$ cat src/rtl/cpu_run_monitor.sv
// Supervises a CPU test run: holds the CPU in reset, then watches its PC and
// fetched instruction until it reaches the pass address, stalls, or times out.
module cpu_run_monitor #(
  parameter int               XLEN           = 32,
  parameter int               RESET_CYCLES   = 2,
  parameter int               TIMEOUT_CYCLES = 10,
  parameter int               STALL_CYCLES   = 4,
  parameter logic [XLEN-1:0]  PASS_ADDR      = XLEN'(32'h0000_0040),
  parameter int               CW             = 16
) (
  input  logic            clk,
  input  logic            reset,
  input  logic            start,
  input  logic [XLEN-1:0] pc_address,
  input  logic [XLEN-1:0] encoded_instruction,
  output logic            cpu_reset,
  output logic            running,
  output logic            done,
  output logic            pass,
  output logic            fail_timeout,
  output logic            fail_stall,
  output logic [CW-1:0]   cycle_count,
  output logic [CW-1:0]   instr_count,
  output logic [1:0]      dbg_state
);

  typedef enum logic [1:0] {
    IDLE     = 2'd0,
    RST_HOLD = 2'd1,
    RUN      = 2'd2,
    DONE     = 2'd3
  } state_t;

  localparam logic [CW-1:0]   CNT_ONE     = CW'(1);
  localparam logic [CW-1:0]   CNT_MAX     = '1;
  localparam logic [CW-1:0]   STALL_LIM   = CW'(STALL_CYCLES);
  localparam logic [CW-1:0]   TIMEOUT_LIM = CW'(TIMEOUT_CYCLES - 1);
  localparam logic [7:0]      HOLD_LIM    = 8'(RESET_CYCLES);
  localparam logic [XLEN-1:0] EBREAK      = XLEN'(32'h0010_0073);

  state_t          state;
  logic [7:0]      hold_cnt;
  logic [CW-1:0]   stall_cnt;
  logic [XLEN-1:0] prev_pc;
  logic            first_cycle;

  logic            pc_changed;
  logic [CW-1:0]   stall_next;
  logic            hit_pass;
  logic            hit_stall;
  logic            hit_timeout;

  assign running   = (state == RUN);
  assign done      = (state == DONE);
  assign dbg_state = state;

  always_comb begin
    pc_changed = first_cycle || (pc_address != prev_pc);
    if (pc_changed)
      stall_next = CNT_ONE;
    else if (stall_cnt == CNT_MAX)
      stall_next = stall_cnt;
    else
      stall_next = stall_cnt + CNT_ONE;
    hit_pass    = (pc_address == PASS_ADDR);
    hit_stall   = (stall_next == STALL_LIM) || (encoded_instruction == EBREAK);
    hit_timeout = (cycle_count == TIMEOUT_LIM);
  end

  always_ff @(posedge clk) begin
    if (reset) begin
      state        <= IDLE;
      cpu_reset    <= 1'b1;
      hold_cnt     <= '0;
      stall_cnt    <= '0;
      prev_pc      <= '0;
      first_cycle  <= 1'b0;
      pass         <= 1'b0;
      fail_timeout <= 1'b0;
      fail_stall   <= 1'b0;
      cycle_count  <= '0;
      instr_count  <= '0;
    end else begin
      case (state)
        IDLE, DONE: begin
          if (start) begin
            state        <= RST_HOLD;
            cpu_reset    <= 1'b1;
            hold_cnt     <= 8'd1;
            stall_cnt    <= '0;
            prev_pc      <= '0;
            first_cycle  <= 1'b0;
            pass         <= 1'b0;
            fail_timeout <= 1'b0;
            fail_stall   <= 1'b0;
            cycle_count  <= '0;
            instr_count  <= '0;
          end
        end
        RST_HOLD: begin
          if (hold_cnt == HOLD_LIM) begin
            state       <= RUN;
            cpu_reset   <= 1'b0;
            first_cycle <= 1'b1;
          end else begin
            hold_cnt <= hold_cnt + 8'd1;
          end
        end
        RUN: begin
          first_cycle <= 1'b0;
          prev_pc     <= pc_address;
          stall_cnt   <= stall_next;
          if (pc_changed && instr_count != CNT_MAX)
            instr_count <= instr_count + CNT_ONE;
          // On the detecting cycle cycle_count keeps the value it was compared at.
          if (hit_pass || hit_stall || hit_timeout) begin
            state        <= DONE;
            cpu_reset    <= 1'b1;
            pass         <= hit_pass;
            fail_stall   <= !hit_pass && hit_stall;
            fail_timeout <= !hit_pass && !hit_stall && hit_timeout;
          end else if (cycle_count != CNT_MAX) begin
            cycle_count <= cycle_count + CNT_ONE;
          end
        end
        default: state <= IDLE;
      endcase
    end
  end

endmodule
$ cat config.mk
export PLATFORM = sky130hd
export DESIGN_NAME = cpu_run_monitor
export DESIGN_NICKNAME = d
export VERILOG_FILES = /design/src/rtl/cpu_run_monitor.sv
export SDC_FILE = /design/constraint.sdc
export NUM_CORES = 1
export LEC_CHECK = 0
export ABC_AREA = 0
export CAP_MARGIN = 10
export CELL_PAD_IN_SITES_DETAIL_PLACEMENT = 1
export CELL_PAD_IN_SITES_GLOBAL_PLACEMENT = 1
export CORE_ASPECT_RATIO = 1.1
export CORE_MARGIN = 3
export CORE_UTILIZATION = 34
export CTS_CLUSTER_SIZE = 24
export DETAILED_ROUTE_END_ITERATION = 7
export PLACE_DENSITY = 0.78
export SLEW_MARGIN = 20
export SYNTH_ARGS = -nofsm -noshare
export SYNTH_HDL_FRONTEND = slang
export SYNTH_SLANG_ARGS = --single-unit
$ cat constraint.sdc
create_clock -name clk -period 2.75 [get_ports clk]
set_input_delay 0.6875 -clock clk [delete_from_list [all_inputs] [get_ports clk]]
set_output_delay 0.6875 -clock clk [all_outputs]
set_load 0.05 [all_outputs]
### Yosys cells after proc, flatten, opt, wreduce, memory -nomap -nowiden

Index checks and enable logic that the tools add are counted.
W data, S select, Z words.

* input port bits: 67
* register bits: 95

* reduce and logical (&&, ||, !) cells: 21
* mux-type cells: 31
* equality and inequality tests: 19
* $add $sub $neg: 4

Operators by type and width (count)
* $mux W16: 6
* $pmux W16 S2: 3
* $pmux W32 S2: 1
* $add A16 B1 Y16 const B: 3
* $eq A32 B21 Y1 const B: 1
* $eq A32 B7 Y1 const B: 1
* $mux W32: 1
* $ne A16 B16 Y1 const B: 2
* $ne A32 B32 Y1: 1
* $eq A16 B16 Y1 const B: 1
* $eq A16 B3 Y1 const B: 1
* $eq A16 B4 Y1 const B: 1
* $mux W8: 2
* $pmux W8 S2: 1
* $reduce_and A3 Y1: 4
* $add A8 B1 Y8 const B: 1
* $eq A8 B2 Y1 const B: 1
* $mux W1: 8
* $ne A2 B2 Y1 const B: 4
* $mux W2: 3
* $ne A2 B1 Y1 const B: 3
* $pmux W1 S2: 3
* $pmux W1 S3: 2
* $pmux W2 S3: 1
* 10 further kinds: 20

### Longest topological paths before layout

Gate-level depths: netlist of run 1.

* depth in word-level cells: 10
* gate-level depth with buffers: 13
* gate-level depth less buffers: 9

### Worst setup path after synthesis of run 1

OpenSTA, ideal clock, no wires.

* path kind: reg2reg
* start point: register state[1], in the netlist dbg_state[1]
* end point: register cycle_count[10]
* path slack: -0.731 ns
* arrival: 3.337 ns
* cell stages (with the launch flop): 13
* period minus slack after synthesis: 3.481 ns
* path through: dfxtp_1 -> ha_1 -> clkbuf_1 -> inv_1 -> o21a_1 -> a311oi_1 -> and2_1 -> clkbuf_1 -> nand2_2 -> buf_6 -> buf_2 -> o311ai_0 -> o31ai_1

RTL lines
* start, declared: RTL line 41 `state_t state;`
* start signal, assigned: RTL line 72 `state <= IDLE;`
* start signal, assigned: RTL line 87 `state <= RST_HOLD;`
* start signal, assigned: RTL line 102 `state <= RUN;`
* $eq A2 B2 Y1 *
* via running: RTL line 17 `output logic running,`
* $ne A2 B1 Y1 (no line), or another cell as far along
* $reduce_and A4 Y1 (no line)
* end signal, assigned: RTL line 123 `cycle_count <= cycle_count + CNT_ONE;`
* end, declared: RTL line 22 `output logic [CW-1:0] cycle_count,`

Mark *: on every way through the listed nets, which the timed path passes. The rest lies on a longest branch.
A chain may end at the register's enable or synchronous reset.

### Final worst setup path of run 1

* start point: input port pc_address[15]
* end point: register cycle_count[13]

* cells in the longest elaborated chain, start to end: 9

RTL lines
* start, declared: RTL line 14 `input logic [XLEN-1:0] pc_address,`
* $ne A32 B32 Y1: RTL line 58 `pc_changed = first_cycle || (pc_address != prev_pc);`
* $logic_or A1 B1 Y1: RTL line 58
* $mux W16: RTL line 59 `if (pc_changed)`
* $eq A16 B3 Y1: RTL line 66 `hit_stall = (stall_next == STALL_LIM) || (encoded_instruction == EBREAK);`
* $logic_or A1 B1 Y1: RTL line 66
* $logic_or A1 B1 Y1 * (2 in series): RTL line 116 `if (hit_pass || hit_stall || hit_timeout) begin`
* $ne A2 B2 Y1 (no line) *
* $reduce_and A4 Y1 (no line) *

Mark *: on every way between the ends. The rest lies on a longest branch, timed or not.

==> impl.org, run 1 <==
** Drt
- After detailed routing, the number of vias per cell comes to approximately 5.8.
- Per-cell routed wire length :: between 20 and 25 um
- In this run the remaining antenna-violating nets after routing total 0.
- Summing over every cut layer, the via total after detailed routing is between 5000 and 6000.
- DRC marker count from the first detailed-route iteration :: 389
- The first detailed-routing pass ran for 5 iterations.
- The routed design has 21.6 mm of wire.
- In the routed design, unresolved DRC markers number 0.

** Worst setup path
- Critical path startpoint :: pc_address[15]
- Startpoint type of the worst setup path :: primary input
- Of all nets on the critical path, the largest fanout is 5.
- Data arrives at the worst endpoint at ~3.1 ns.
- Critical path class :: primary input to flop
- Worst R2R End :: cycle_count[4]$_SDFFE_PP0P_
- Element type at the critical path end :: flop
- Register-to-register setup slack :: -0.03 ns
- Following the worst setup path forward leads to its endpoint at cycle_count[13]$_SDFFE_PP0P_.
- FF-to-FF path depth :: 12
- Data required time of the critical path :: between 3 and 4 ns
- The startpoint identified for the worst register-to-register timing path is stall_cnt[0]$_SDFFE_PP0P_.

** STA
- Relative max-transition margin :: 0.581
- RSZ-0062 raised after global routing :: yes
- The number of slew-limit violations in the final report was 0.
- Final worst clock skew :: roughly 0.009 ns
- Highest Clock Rate :: roughly 350 MHz
- Fin crit period :: between 2 and 3 ns
- Setup violations remaining at the end of the flow were counted as 6.
- In the finished design, the share of the clock period the worst path needs comes to 1.03.
- Hold violation total from the final report :: 0
- Final critical-path setup slack :: -0.0930 ns
- At the pin with the least slew margin, the transition time is between 0.6 and 0.7 ns.

** CTS
- Master cell of the clock root buffer :: sky130_fd_sc_hd__clkbuf_16
- The later pin in the worst-skew pair is clocked with a latency of around 0.36 ns.
- Number of clock buffers inserted by TritonCTS :: 9
- No sink is reached through more buffers than the 2 on the longest clock path.
- In this run, post-CTS hold repair placed 0 buffers.
- CTS saw 95 sinks.
- Number of H-tree branching levels :: 3
- TritonCTS clock tree :: done
- Clock Pin Slew Worst Setup and Hold Paths :: around 0.070 ns

** Global routing
- Total routing resource utilization after global routing :: 0.245
- The first global-routing pass estimated approximately 32 mm of wire.
- Remaining Overflow, GRT :: 0
- Number of global-route vias before repair :: roughly 6300
- Pin count of the biggest net entering global routing :: between 50 and 60
- Antenna violations before repair :: 0

** Die
- The initial utilization of the core area, before any placement, comes to 0.351.
- The die covers 16600 um^2.
- The floorplan step set the die height to ~130 um.
- Die width :: 123 um
- Number of cell rows :: 46
- Ports placed on the boundary :: roughly 110
- The core region is approximately 15000 um^2.

** Finish
- The layout has around 1700 filler cells.
- The final layout contains approximately 900 nets.
- The repair_antennas step left the layout with diodes totalling 0.
- Layout Cells excl Fill :: 1021
- Fraction of final layout cells sized beyond drive strength 1 :: 0.264
- Synthesis-to-finish area growth :: 55.7%

** Synthesis
- Instance count of the mapped netlist :: between 600 and 700
- The synthesized design contains 0 enable-type register cells.
- The most common cell in the synthesized netlist is sky130_fd_sc_hd__dfxtp_1.
- After synthesis the cells add up to 5130 um^2.
- The synthesized design contains 95 register bits.
- Distinct cells, synth :: between 60 and 70
- After synthesis, the cell types taking the most area are sky130_fd_sc_hd__dfxtp_1, sky130_fd_sc_hd__xor2_1, sky130_fd_sc_hd__nor2_1.
- Asr flop ratio synth :: 0
- For this run, the register share of the synthesized area comes to 0.370.
- The number of nets handed over by synthesis was between 700 and 800.
- A synthesized cell averages 8.19 um^2.
- The commonest cells after synthesis are sky130_fd_sc_hd__dfxtp_1, sky130_fd_sc_hd__nor2_1, sky130_fd_sc_hd__xor2_1.
- sky130_fd_sc_hd__dfxtp_1 takes more of the synthesized area than any other cell.
- In the synthesized netlist the dominant register cell turns out to be sky130_fd_sc_hd__dfxtp_1.
- Yosys printed 0 warnings.
- Of the post-synthesis cell area, the dominant cell type holds 0.370.

** Hold path
- The min-delay analysis places its worst path in the category flop to flop.

** Power and ir drop
- The worst-case IR drop observed on VDD is 0.364 mV.
- Total power for the finished layout comes to 5.06 mW.
- Leak :: between 3 and 4 nW
- Power per cell area :: 632 nW/um^2

** Placed design
- Number of I/O port buffers :: about 110
- The HPWL after detailed placement is approximately 15 mm.
- At the end of routability-driven placement, the weighted congestion stood at between 0.9 and 1.
- After detailed placement, the design holds a cell count of between 900 and 1000.

** Run status
- Failing checks :: negative setup slack
- Run status :: finished with violations

** Flow run
- The tool flagged a number of max-cap violations equal to 0.
flip-flops by register name, summed over array words and instances, names as in the netlist:
register      flops
hold_cnt          8
fail_stall        1
cycle_count      16
stall_cnt        16
instr_count      16
prev_pc          32
pass              1
first_cycle       1
cpu_reset         1
dbg_state         2
fail_timeout      1
cells in the final DEF, fill, tap and decap left out, drive strengths merged, types with 14 or more instances in the layout:
cell,Yosys,routed
a21oi,36,36
a22oi,36,36
and3,24,24
buf,8,113
clkbuf,24,15
clkdlybuf4s50,0,79
dfxtp,95,95
inv,20,20
nand2,31,31
nand3,25,25
nand4,22,22
nor2,77,77
nor3,14,14
nor4,22,22
o21ai,22,22
xor2,40,40
report_power, final:
group          total (mW)  switching (mW)  leakage, nW  internal, mW
sequential           1.65           0.145        0.775          1.50
combinational        1.84            1.10         2.18         0.734
clock                1.57           0.585        0.176         0.984
total                5.06            1.83         3.13          3.22
worst max-delay path, stage by stage:
cell and delay [ns]:
sky130_fd_sc_hd__clkdlybuf4s50_1 0.51, sky130_fd_sc_hd__buf_4 0.16, sky130_fd_sc_hd__nor4b_4 0.05, sky130_fd_sc_hd__nand4_1 0.19, sky130_fd_sc_hd__nor2_2 0.09, sky130_fd_sc_hd__a311oi_2 0.30, sky130_fd_sc_hd__and2_4 0.22, sky130_fd_sc_hd__buf_4 0.10
sky130_fd_sc_hd__buf_4 0.13, sky130_fd_sc_hd__nand4_1 0.20, sky130_fd_sc_hd__buf_4 0.22, sky130_fd_sc_hd__o41ai_2 0.25
kinds of logic after synthesis:
family                   count (synthesis)  share of synthesized area
AO/OA/AOI/OAI                          154                      0.204
buffers and inverters                   52                     0.0404
multiplexers                             3                    0.00585
flip-flops                              95                      0.370
XOR/XNOR                                49                     0.0836
AND/OR/NAND/NOR                        264                      0.272
adder cells (fa/ha/maj)                 10                     0.0244
how the worst min path moves through the flow:
stage                                      from                     endpoint  cells after the start
floorplan              hold_cnt[7]$_SDFFE_PP0P_     hold_cnt[7]$_SDFFE_PP0P_                      2
global placement       hold_cnt[7]$_SDFFE_PP0P_     hold_cnt[7]$_SDFFE_PP0P_                      2
detailed placement       cpu_reset$_SDFFE_PP1P_       cpu_reset$_SDFFE_PP1P_                      2
CTS                      cpu_reset$_SDFFE_PP1P_       cpu_reset$_SDFFE_PP1P_                      2
global route           hold_cnt[7]$_SDFFE_PP0P_     hold_cnt[7]$_SDFFE_PP0P_                      2
finish              instr_count[9]$_SDFFE_PP0P_  instr_count[9]$_SDFFE_PP0P_                      2
per-layer routing:
| metal | share of wire | GRT usage |
|---|---|---|
| met5 | 0 | 0 |
| met4 | 0.034 | 0.108 |
| met3 | 0.031 | 0.0306 |
| met2 | 0.55 | 0.455 |
| met1 | 0.38 | 0.276 |
layout make-up:
class / instances / area (um^2) / area share
inverters: 20 / 75.1 / 0.00939
multi-input cells: 480 / 3460 / 0.432
well taps: 192 / 240 / 0.0300
clock inverters: 7 / 145 / 0.0182
clock buffers: 9 / 225 / 0.0282
repair buffers: 218 / 1930 / 0.241
flip-flops and latches: 95 / 1930 / 0.241
metrics by stage:
| stage | hold WS, ns | utilization | instance area (um^2) | setup slack (ns) | setup TNS [ns] |
|---|---|---|---|---|---|
| floorplan | 0.453 | - | 5160 | 0.00386 | 0 |
| global placement | 0.468 | 0.486 | 7110 | -0.612 | -19.39 |
| detailed placement | 0.487 | 0.486 | 7110 | -0.793 | -26.92 |
| CTS | 0.500 | 0.529 | 7730 | -0.0546 | -0.269 |
| global route | 0.530 | 0.547 | 8000 | -0.175 | -2.67 |
| finish | 0.502 | 0.547 | 8000 | -0.0930 | -0.254 |
timing repair:
item | 4_1_cts | 5_1_grt
endpoints found under the setup margin | 47 | 44
pin swaps | 21 | 34
buffers inserted | 8 | 2
gates resized for setup | 59 | 75
cloned | 1 | 0
No activity file was read; power rests on OpenSTA's default activity.
==> run 2: changes to the inputs <==
--- a/config.mk
+++ b/config.mk
@@ -14,7 +14,7 @@
 export CORE_UTILIZATION = 34
 export CTS_CLUSTER_SIZE = 24
 export DETAILED_ROUTE_END_ITERATION = 7
-export PLACE_DENSITY = 0.78
+export PLACE_DENSITY = 0.84
 export SLEW_MARGIN = 20
 export SYNTH_ARGS = -nofsm -noshare
 export SYNTH_HDL_FRONTEND = slang
==> run 2 against run 1 <==
- the flow still finishes with violations (negative setup slack)
- worst setup slack gained 0.088 ns
- first-iteration DRC count shrank 19%
- sequential power is essentially flat
- wire length shrank 4.5%
- clock power shrank 18%
- sequential cell count is the same
- non-clock buffer count shrank 7
- clock skew grew 0.0054 ns
- global-route usage is essentially flat
- register-to-register slack gained 0.03 ns
- critical endpoint is now cycle_count[11]$_SDFFE_PP0P_
- largest power group unchanged
==> impl.org, run 2 (synthesis results as in run 1) <==
** Run status
- Run status :: finished with violations
- The checks that failed: negative setup slack.

** Die
- The floorplan die width is 123 um (unchanged).
- The number of top-level pins is 107 (unchanged).
- Core Area :: 14600 um^2 (unchanged)
- The row count came to 46 (unchanged).
- The starting density of the core is 0.351 (unchanged).
- Die footprint :: 16600 um^2 (unchanged)
- The overall die height came to 135 um (unchanged).

** Drt
- Detailed-routing iteration count for the pre-antenna-repair pass :: 5 (unchanged)
- DRC marker count from the first detailed-route iteration :: 317 (-19%)
- DRC violation count after routing :: 0 (unchanged)
- The post-detailed-routing wire length is 20.6 mm (-4.5%).
- The vias per cell came to 5.75 (-0.75%).
- The antenna violation net count after detailed routing was 0 (unchanged).
- The mean routed wirelength per cell came to 20.3 um (-4.0%).
- Via count :: 5843 (-1.2%)

** CTS
- Clk sink count :: 95 (unchanged)
- The clock-pin slew of the registers on the worst-case setup and hold paths came to 0.07 ns (about the same).
- The clock insertion delay at the later pin of the skew report came to 0.36 ns (about the same).
- The total clock buffers created by CTS came to 9 (unchanged).
- TritonCTS built the clock tree.
- Number of H-tree branching levels :: 3 (unchanged)
- Longest Clk Path Bufs :: 2 (unchanged)
- Number of hold-repair buffers added at the cts stage :: 0 (unchanged)
- Master cell of the clock root buffer :: sky130_fd_sc_hd__clkbuf_16

** Worst setup path
- The worst path buffer plus inverter count is 5 (unchanged).
- Critical path class :: flop to flop
- Gate family responsible for the most delay along the worst path :: compound AO/OA/AOI/OAI gates
- The data required time of the critical path was 3.01 ns (about the same).
- The cell that appears most often on the critical path is sky130_fd_sc_hd__buf_4.
- The largest stage delay on the critical path was 0.36 ns (-0.15 ns).
- Largest fanout of any net on the critical path :: 5 (unchanged)
- Walking the worst path, the cells encountered are buf_4, buf_4, and2_4, a22o_1, a31o_2, a2111oi_4, buf_4, a41oi_4, nand2_4, buf_6, buf_4, o211ai_1, a31oi_1.
- Element type at the critical path end :: flop
- Startpoint type of the worst setup path :: flop
- The worst-case reg-to-reg path depth is 13 (+1).
- The worst-case register-to-register setup slack was -0.005 ns (+0.03 ns).
- The arrival time at the worst endpoint is 3.01 ns (-0.10 ns).
- Slowest cell on crit path :: sky130_fd_sc_hd__dfxtp_4
- Startpoint of the lowest-slack register-to-register path :: stall_cnt[0]$_SDFFE_PP0P_
- The worst register-to-register path ends at cycle_count[11]$_SDFFE_PP0P_.

** Placed design
- The final weighted congestion in routability-driven placement is 0.975 (+5.5%).
- The HPWL reported at the end of detailed placement is 15.1 mm (+2.9%).
- The standard cell area after detailed placement was 7040 um^2 (-0.92%).
- The number of buffers inserted by port buffering came to 106 (unchanged).

** STA
- Highest Clock Rate :: 363 MHz (+3.2%)
- The clock tree skew after final layout came to 0.0144 ns (+0.00536 ns).
- Setup repair after global routing could not meet its margin everywhere.
- Fin crit period :: 2.75 ns (-0.0881 ns)
- The final cycle utilization of the critical path was 1.00 (-0.0320).
- The smallest hold slack was 0.496 ns (-0.00597 ns).
- The hold violation count in the final report came to 0 (unchanged).
- Slew Limit Fails :: 0 (unchanged)
- Final critical-path setup slack :: -0.00487 ns (+0.0881 ns)
- Number of setup violations in the final report :: 1 (-5)
- Relative max-transition margin :: 0.615 (+0.0341)
- Transition time at the pin with the least slew margin :: 0.578 ns (-0.0488 ns)

** Power and ir drop
- Leak :: 3.00 nW (-4.1%)
- Power per cell area :: 612 nW/um^2 (-3.2%)
- The maximum resistive drop on vdd came to 0.323 mV (-11%).
- Total power :: 4.74 mW (-6.3%)

** Finish
- Post-layout instance area :: 7740 um^2 (-3.1%)
- From synthesis to final layout, the design area changed by 50.8%.
- prev_pc holds more flip-flops than any other register.
- The layout cell share with drive strength beyond 1 is 0.242 (-0.0227).
- The flip-flop count of the largest register after layout is 32 (unchanged).
- Antenna diode instance count :: 0 (unchanged)
- Leaving out fill and tap cells, the most frequent cells in the layout are sky130_fd_sc_hd__buf_4, sky130_fd_sc_hd__dfxtp_1, sky130_fd_sc_hd__nor2_1.
- Nets :: 896 (-0.55%)
- Most common cell after layout, fill and taps aside :: sky130_fd_sc_hd__buf_4
- The final cell utilization of the core is 0.530 (-0.0172).

** Global routing
- The overall fraction of global-route tracks in use is 0.245 (+0.000486).
- The total congestion overflow after global routing came to 0 (unchanged).
- The number of global-route vias before repair is 6313 (-0.11%).
- Global-route wire length before repair :: 32.4 mm (+0.13%)
- The largest net degree at the start of global routing is 51 (unchanged).
- Antenna violations before repair :: 0 (unchanged)

** Hold path
- Class of the most critical hold timing path :: flop to flop
- The worst hold path begins at instr_count[9]$_SDFFE_PP0P_.
- Min-Delay Path Depth :: 2 (unchanged)
- End point of the worst hold path :: instr_count[9]$_SDFFE_PP0P_

** Flow run
- Number of violations of the max-capacitance limit :: 0 (unchanged)
run 2: cell count changes in the layout (fill, tap and decap cells not counted), sizes merged:
cell           delta
nand2             +2
bufinv            -3
buf               -7
clkbuf            -3
dlymetal6s2s      -7
clkdlybuf4s50     -5
clkdlybuf4s15     +2
dlygate4sd2      +13
inv               +2
clkinv            +1
run 2: timing repair:
| action | CTS | global route |
|---|---|---|
| setup buffers | 7 | 3 |
| endpoints found under the setup margin | 39 | 44 |
| resized for setup | 65 | 50 |
| hold endpoints to repair | 0 | 0 |
| pin swaps | 24 | 29 |
| cloned | 2 | 0 |
run 2: per-layer routing:
| metal | vias to the layer above | wire length [um] | global-route usage |
|---|---|---|---|
| met5 | - | 0 | 0 |
| met4 | 0 | 920 | 0.115 |
| met2 | 175 | 11000 | 0.456 |
| li1 | 2716 | - | - |
| met1 | 2882 | 7960 | 0.272 |
| met3 | 70 | 717 | 0.0335 |
run 2: layout make-up:
class | instances | area, um^2
well taps | 192 | 240
repair buffers | 211 | 1850
clock buffers | 9 | 225
multi-input cells | 482 | 3360
clock inverters | 7 | 70.1
flip-flops and latches | 95 | 1930
inverters | 20 | 75.1
fillers | 1743 | 6880
run 2: how the worst max path moves through the flow:
stage | start | end | slack (ns) | cells past startpoint
4_1_cts | stall_cnt[10]$_SDFFE_PP0P_ | cycle_count[4]$_SDFFE_PP0P_ | 0.0004 | 10
3_5_place_dp | pc_address[25] | dbg_state[0]$_SDFFE_PP0P_ | -0.73 | 11
3_3_place_gp | pc_address[25] | cycle_count[14]$_SDFFE_PP0P_ | -0.55 | 10
6_report | stall_cnt[0]$_SDFFE_PP0P_ | cycle_count[11]$_SDFFE_PP0P_ | -0.005 | 13
2_1_floorplan | dbg_state[0]$_SDFFE_PP0P_ | cycle_count[10]$_SDFFE_PP0P_ | 0.004 | 13
5_1_grt | stall_cnt[7]$_SDFFE_PP0P_ | cycle_count[13]$_SDFFE_PP0P_ | -0.1 | 11
run 2: tightest hold or removal path, delay by kind of cell, from the launching register on:
family	cells	cell delay [ns]
DFF	1	0.33
AOI/OAI and AO/OA	2	0.12
run 2: report_power, final:
part	total (mW)	switching (mW)	internal, mW
Sequential	1.64	0.129	1.51
Combinational	1.81	1.11	0.708
Clock	1.29	0.582	0.707
run 2: stage by stage:
| stage | setup slack (ns) | instances | setup TNS, ns |
|---|---|---|---|
| 6_report | -0.00487 | 1016 | -0.00487 |
| 5_1_grt | -0.0982 | 1016 | -0.718 |
| 4_1_cts | 0.000427 | 1013 | 0 |
| 2_1_floorplan | 0.00386 | 627 | 0 |
| 3_3_place_gp | -0.549 | 988 | -19.38 |
| 3_5_place_dp | -0.730 | 988 | -24.58 |
==> run 3: changes to the inputs <==
--- a/config.mk
+++ b/config.mk
@@ -5,7 +5,6 @@
 export SDC_FILE = /design/constraint.sdc
 export NUM_CORES = 1
 export LEC_CHECK = 0
-export ABC_AREA = 0
 export CAP_MARGIN = 10
 export CELL_PAD_IN_SITES_DETAIL_PLACEMENT = 1
 export CELL_PAD_IN_SITES_GLOBAL_PLACEMENT = 1
==> results of run 3 <==
No change in the layout: final DEF, timing and power equal those of run 2.
